==> src/rtl/regfile_scoreboard_pkg.sv <==
// Shared defaults and helpers for the register file scoreboard.
// Counters saturate at cnt_max(); port k of a packed bus starts at slice_lo(k, width).
package regfile_scoreboard_pkg;

    localparam int DEF_DBITS     = 32;
    localparam int DEF_REGWORDS  = 32;
    localparam int DEF_REGNOBITS = 5;
    localparam int DEF_NUM_RD    = 2;
    localparam int DEF_CNTBITS   = 2;
    localparam int DEF_BYPASS_WB = 1;

    localparam int DEF_CNT_MAX    = (1 << DEF_CNTBITS) - 1;
    localparam int DEF_RD_REGNO_W = DEF_NUM_RD * DEF_REGNOBITS;
    localparam int DEF_RD_DATA_W  = DEF_NUM_RD * DEF_DBITS;

    function automatic int cnt_max(input int cntbits);
        return (1 << cntbits) - 1;
    endfunction

    function automatic int slice_lo(input int port, input int width);
        return port * width;
    endfunction

endpackage

==> src/rtl/regfile_scoreboard_busy_counter.sv <==
// Pending-writer counter for one architectural register: saturating up/down,
// unchanged on simultaneous inc/dec, flags a decrement seen at zero.
module busy_counter
    import regfile_scoreboard_pkg::*;
#(
    parameter int CNTBITS = DEF_CNTBITS
) (
    input  logic               clk,
    input  logic               reset,
    input  logic               inc_i,
    input  logic               dec_i,
    output logic [CNTBITS-1:0] cnt_o,
    output logic               nonzero_o,
    output logic               is_max_o,
    output logic               underflow_o
);

    localparam logic [CNTBITS-1:0] CNT_MAX = CNTBITS'(cnt_max(CNTBITS));

    logic [CNTBITS-1:0] cnt_q;
    logic [CNTBITS-1:0] cnt_d;

    always_comb begin
        cnt_d = cnt_q;
        if (inc_i && !dec_i && (cnt_q != CNT_MAX)) begin
            cnt_d = cnt_q + CNTBITS'(1);
        end else if (dec_i && !inc_i && (cnt_q != '0)) begin
            cnt_d = cnt_q - CNTBITS'(1);
        end
    end

    always_ff @(posedge clk) begin
        if (reset) begin
            cnt_q <= '0;
        end else begin
            cnt_q <= cnt_d;
        end
    end

    assign cnt_o       = cnt_q;
    assign nonzero_o   = (cnt_q != '0);
    assign is_max_o    = (cnt_q == CNT_MAX);
    // A retire with no outstanding claim is a protocol error even if an issue lands the same cycle.
    assign underflow_o = dec_i && (cnt_q == '0);

endmodule

==> src/rtl/regfile_scoreboard.sv <==
// Architectural register file with per-register pending-writer counters for decode:
// combinational reads with busy flags, issue stall, write-back retire/squash, optional WB bypass.
module regfile_scoreboard
    import regfile_scoreboard_pkg::*;
#(
    parameter int DBITS     = DEF_DBITS,
    parameter int REGWORDS  = DEF_REGWORDS,
    parameter int REGNOBITS = DEF_REGNOBITS,
    parameter int NUM_RD    = DEF_NUM_RD,
    parameter int CNTBITS   = DEF_CNTBITS,
    parameter int BYPASS_WB = DEF_BYPASS_WB
) (
    input  logic                          clk,
    input  logic                          reset,
    input  logic [NUM_RD*REGNOBITS-1:0]   rd_regno,
    input  logic [NUM_RD-1:0]             rd_used,
    output logic [NUM_RD*DBITS-1:0]       rd_data,
    output logic [NUM_RD-1:0]             rd_busy,
    input  logic                          issue_valid,
    input  logic                          issue_wr_reg,
    input  logic [REGNOBITS-1:0]          issue_rd,
    output logic                          stall,
    input  logic                          wb_valid,
    input  logic                          wb_squash,
    input  logic [REGNOBITS-1:0]          wb_regno,
    input  logic [DBITS-1:0]              wb_data,
    output logic                          err_underflow
);

    // Index space padded to 2^REGNOBITS so any index is safe; unused and r0 entries read as idle zero.
    localparam int NPAD = 1 << REGNOBITS;

    logic [NPAD-1:0]    reg_nz;
    logic [NPAD-1:0]    reg_max;
    logic [NPAD-1:0]    reg_uflow;
    logic [CNTBITS-1:0] reg_cnt [NPAD];
    logic [DBITS-1:0]   reg_val [NPAD];

    logic accept;
    logic src_busy;
    logic dest_full;
    logic err_q;

    for (genvar i = 0; i < NPAD; i++) begin : g_reg
        if (i == 0 || i >= REGWORDS) begin : g_zero
            assign reg_nz[i]    = 1'b0;
            assign reg_max[i]   = 1'b0;
            assign reg_uflow[i] = 1'b0;
            assign reg_cnt[i]   = '0;
            assign reg_val[i]   = '0;
        end else begin : g_live
            logic             inc;
            logic             dec;
            logic             wr;
            logic [DBITS-1:0] data_q;

            assign inc = accept && issue_wr_reg && (issue_rd == REGNOBITS'(i));
            assign dec = wb_valid && (wb_regno == REGNOBITS'(i));
            assign wr  = dec && !wb_squash;

            busy_counter #(.CNTBITS(CNTBITS)) u_cnt (
                .clk         (clk),
                .reset       (reset),
                .inc_i       (inc),
                .dec_i       (dec),
                .cnt_o       (reg_cnt[i]),
                .nonzero_o   (reg_nz[i]),
                .is_max_o    (reg_max[i]),
                .underflow_o (reg_uflow[i])
            );

            always_ff @(posedge clk) begin
                if (reset) begin
                    data_q <= '0;
                end else if (wr) begin
                    data_q <= wb_data;
                end
            end

            assign reg_val[i] = data_q;
        end
    end

    // A non-squash retire hitting the source forwards its data and, if it is the last writer, releases busy.
    always_comb begin
        logic [REGNOBITS-1:0] regno;
        logic                 hit;
        regno   = '0;
        hit     = 1'b0;
        rd_data = '0;
        rd_busy = '0;
        for (int k = 0; k < NUM_RD; k++) begin
            regno = rd_regno[k*REGNOBITS +: REGNOBITS];
            hit   = (BYPASS_WB != 0) && wb_valid && !wb_squash
                    && (wb_regno == regno) && (regno != '0);
            rd_data[k*DBITS +: DBITS] = hit ? wb_data : reg_val[regno];
            rd_busy[k] = reg_nz[regno] && !(hit && (reg_cnt[regno] == CNTBITS'(1)));
        end
    end

    // Issue handshake: the instruction on the issue inputs is accepted in any cycle with
    // issue_valid=1 and stall=0; otherwise decode holds it unchanged and retries next cycle.
    assign src_busy  = |(rd_used & rd_busy);
    assign dest_full = issue_wr_reg && (issue_rd != '0) && reg_max[issue_rd];
    assign stall     = issue_valid && (src_busy || dest_full);
    assign accept    = issue_valid && !stall;

    always_ff @(posedge clk) begin
        if (reset) begin
            err_q <= 1'b0;
        end else if (|reg_uflow) begin
            err_q <= 1'b1;
        end
    end

    assign err_underflow = err_q;

endmodule
==> config.mk <==
export PLATFORM = sky130hd
export DESIGN_NAME = regfile_scoreboard
export DESIGN_NICKNAME = d
export VERILOG_FILES = /design/src/rtl/regfile_scoreboard_pkg.sv /design/src/rtl/regfile_scoreboard_busy_counter.sv /design/src/rtl/regfile_scoreboard.sv
export SDC_FILE = /design/constraint.sdc
export NUM_CORES = 2
export LEC_CHECK = 0
export CORE_ASPECT_RATIO = 1.25
export CORE_MARGIN = 1
export CORE_UTILIZATION = 55
export CTS_CLUSTER_DIAMETER = 80
export DETAILED_ROUTE_END_ITERATION = 7
export PLACE_DENSITY = 0.72
export SLEW_MARGIN = 20
export SYNTH_ARGS = -nofsm -noshare
export SYNTH_HDL_FRONTEND = slang
export SYNTH_SLANG_ARGS = --single-unit
==> constraint.sdc <==
create_clock -name clk -period 6.78 [get_ports clk]
set_input_delay 1.017 -clock clk [delete_from_list [all_inputs] [get_ports clk]]
set_output_delay 1.017 -clock clk [all_outputs]
set_load 0.01 [all_outputs]
==> parameters.txt <==
Parameter                              Value

Timing
  Final Hold Violating Endpoints ... 0
  Clock period minus final worst setup slack ... 6280 ps
  Worst slew pin tran ... 1280 ps
  Clock tree skew after final layout ... 26.0 ps
  Peak clock frequency supported by timing ... about 160 MHz
  Endpoints failing setup ... 0
  Final Slew Violations ... 0
  RSZ-0062 raised after global routing ... no
  Total negative setup slack ... 0 ps
  Max-slew headroom at the worst pin ... 14.9%
  Period utilisation layout ... 92.6%
  Worst setup margin ... about 500 ps

Floorplan
  Starting Density ... 55.6%
  Die Ht ... 361 µm
  Placement Rows ... roughly 130
  Horizontal die dimension ... 290 µm
  Die footprint ... 105000 µm²
  Count of boundary I/O pins ... 128
  Core footprint ... 102000 µm²

Hold path
  Hold Crit Class ... reg -> reg
  End of the worst hold path ... g_reg[15].g_live.data_q[8]$_SDFFE_PP0P_
  Hold depth ... 2
  Critical hold path startpoint ... g_reg[15].g_live.data_q[8]$_SDFFE_PP0P_

Logic synthesis
  Gate Count Post-Synth ... between 6000 and 7000
  Number of synthesized flops with an enable pin ... 0
  Fraction of the mapped netlist area in simple logic gates ... between 15 and 20%
  Dominant cells by area after synthesis ... dfxtp_1 (37%), mux4_2 (23%), nand2_1 (14%), a21oi_1 (9.8%), clkbuf_1 (3.9%)
  Share of the synthesized netlist area taken by xor and xnor gates ... less than 1%
  Adder-cell area share of the yosys netlist ... 0%
  Synth Register Bits ... 1055
  Mean cell area of the mapped netlist ... 8.68 µm²
  Synth cell count leaders ... nand2_1 (2135), a21oi_1 (1110), dfxtp_1 (1055)
  Post-synth net total ... 6603
  Sequential area share after synthesis ... a little under two fifths
  Share of flip-flops with an asynchronous set or reset ... 0%
  Most frequent cell after synthesis ... nand2_1
  Cell type with the largest total area after synthesis ... dfxtp_1
  Complex-gate fraction of the synthesized area ... between 10% and 20%
  Share of cell area taken by muxes after synthesis ... about a quarter
  Post-synth top flop ... dfxtp_1
  Largest family of logic cells by synthesized area ... multiplexers
  Share of the synthesized area in the top cell type ... 37.2%
  Number of distinct library cells after synthesis ... 86
  Syn. warnings ... 0
  Netlist Area Pre-Place ... 56800 µm²

CTS
  Cells resized by post-CTS repair ... 0
  Buffers inserted by post-CTS timing repair ... 0
  Clock latency on the worst-skew pair ... 760 ps
  TritonCTS buffer count ... 107
  TritonCTS Sinks ... 1055
  Clock tree from TritonCTS ... built
  Clk Tree Root Cell ... clkbuf_16
  Hold bufs inserted after CTS ... 0
  Maximum count of clock buffers along a single path ... 3
  Clock transition at path regs ... around 60 ps
  H-tree depth ... 3

Power and ir drop
  Peak supply drop ... 219 µV
  Leakage power total ... 19.5 nW
  Power density normalized to cell area ... about 220 nW/µm²

Finish
  Syn-to-layout area delta ... 9.48%
  Fraction of layout cells with a size suffix above 1 ... 16.3%
  Number of nets at the end of the flow ... 6267
  Count of filler cells inserted in the layout ... 8582

Outcome
  Run status ... finished, final reports clean

Detailed routing
  DRC violations left ... 0
  Via/cell ratio ... approximately 6.9
  Total length of routed wires ... 219000 µm
  Number of nets with antenna violations after detailed routing ... 0
  Iteration-0 DRC Markers ... approximately 8300
  Count of vias placed by the detailed router ... between 50000 and 60000
  Drt wl/cell ... 28.7 µm
  Number of optimization iterations in the first detailed-route pass ... 6

Placed design
  Routability congestion estimate ... between 1 and 1.5
  HPWL reported at the end of detailed placement ... 120000 µm
  Setup WS pre-CTS ... 727 ps
  Number of I/O port buffers ... 127

Worst setup path
  Reg-to-reg startpoint ... g_reg[4].g_live.u_cnt.cnt_o[0]$_SDFFE_PP0P_
  Register-to-register setup slack ... 2850 ps
  Crit Path Max Fanout ... 11
  Critical Path End Type ... output pin
  Crit path kind ... in -> out
  Worst flop-to-flop path endpoint ... g_reg[29].g_live.u_cnt.cnt_o[0]$_SDFFE_PP0P_
  Setup crit start kind ... input pin
  Reg2Reg Depth ... 10
  Data arrival time of the worst path ... 5260 ps
  Required time reported for the critical path endpoint ... approximately 5800 ps

GRT
  Total gr overflow ... 0
  Vias in the first global route ... 50500
  Global-route wire length before repair ... 322000 µm
  Aggregate global-route resource usage ... 41.5%
  Largest net degree at the start of global routing ... 206
  Number of antenna violations at the first check in global routing ... 4

Job
  Maxcap violations ... 0
critical path, cell delays in order:
cell and delay [ps]:
clkdlybuf4s50_1 1030, inv_6 190, a2111oi_0 470, a32oi_1 100, a31oi_1 330, o21ai_0 240
o2bb2a_2 350, and2_0 320, a21boi_0 550, clkdlybuf4s50_1 650
layout make-up:
cell class / count / area [µm²] / share of cell area, %
diodes: 3 / 7.51 / 0.0121
inverters: 30 / 118 / 0.189
clock inverters: 48 / 626 / 1.01
multi-input cells: 4747 / 33100 / 53.2
repair buffers: 266 / 2530 / 4.07
clock buffers: 146 / 3060 / 4.93
flip-flops and latches: 1055 / 21100 / 33.9
well taps: 1330 / 1660 / 2.67
layout by cell type, fill, tap and decap left out, drive strengths merged, types with 26 or more instances in the layout:
master         Yosys  final
clkbuf           612    146
a21oi           1110   1110
dfxtp           1055   1055
nor2             170    170
mux2i            132    132
clkdlybuf4s50      0    116
nor3              68     68
inv               29     35
nor2b             26     26
nand2           2135   2135
o21ai            120    120
nand2b            28     28
mux4             585    585
buf               99    150
clkinv             1     26
nand3             31     31
a31oi             36     36
or3               37     37
logic make-up (layout without fill, tap and decap cells):
family | count (synthesis) | after routing
AOI/OAI and AO/OA | 1410 | 1410
xor gates and xnor gates | 9 | 9
buffers and inverters | 741 | 490
DFF | 1055 | 1055
muxes | 722 | 722
other | 0 | 3
and+or+nand+nor | 2606 | 2606
registers in the layout, summed over array words and instances (netlist names):
name	cells
g.g_live.data_q	992
g.g_live.u_cnt.cnt_o	62
err_underflow	1
layer usage:
layer / GRT usage, % / vias to the layer above / wire, µm
met5: 0 / - / 46
met4: 29.0 / 6 / 18600
met3: 10.8 / 1184 / 32000
met2: 61.3 / 4367 / 94100
met1: 52.9 / 25000 / 73800
li1: - / 22300 / -
worst max path at each step:
stage	start	end	slack, ps	cells after the start
final	rd_regno[8]	stall	500	10
after global routing	rd_regno[8]	stall	370	10
after CTS	rd_regno[8]	stall	700	10
after detailed placement	rd_regno[8]	stall	730	10
after global placement	rd_regno[8]	stall	870	10
after floorplan	rd_regno[0]	rd_data[10]	2330	8
through the flow:
step / hold WS, ps / power (mW) / instance area [µm²] / util [%] / instances
after floorplan: 443 / 7.07 / 56800 / - / 6543
after global placement: 447 / 7.40 / 58400 / 57.1 / 7425
after detailed placement: 456 / 7.41 / 58500 / 57.2 / 7428
after CTS: 464 / 13.5 / 62200 / 60.8 / 7622
after global routing: 482 / 13.9 / 62200 / 60.8 / 7623
final: 463 / 13.6 / 62200 / 60.8 / 7625
power breakdown:
group	switching (mW)	total, mW	internal (mW)
sequential	0.0213	6.24	6.22
combinational	0.744	1.07	0.322
clock	2.70	6.30	3.59
Power figures use the tool's default switching activity.
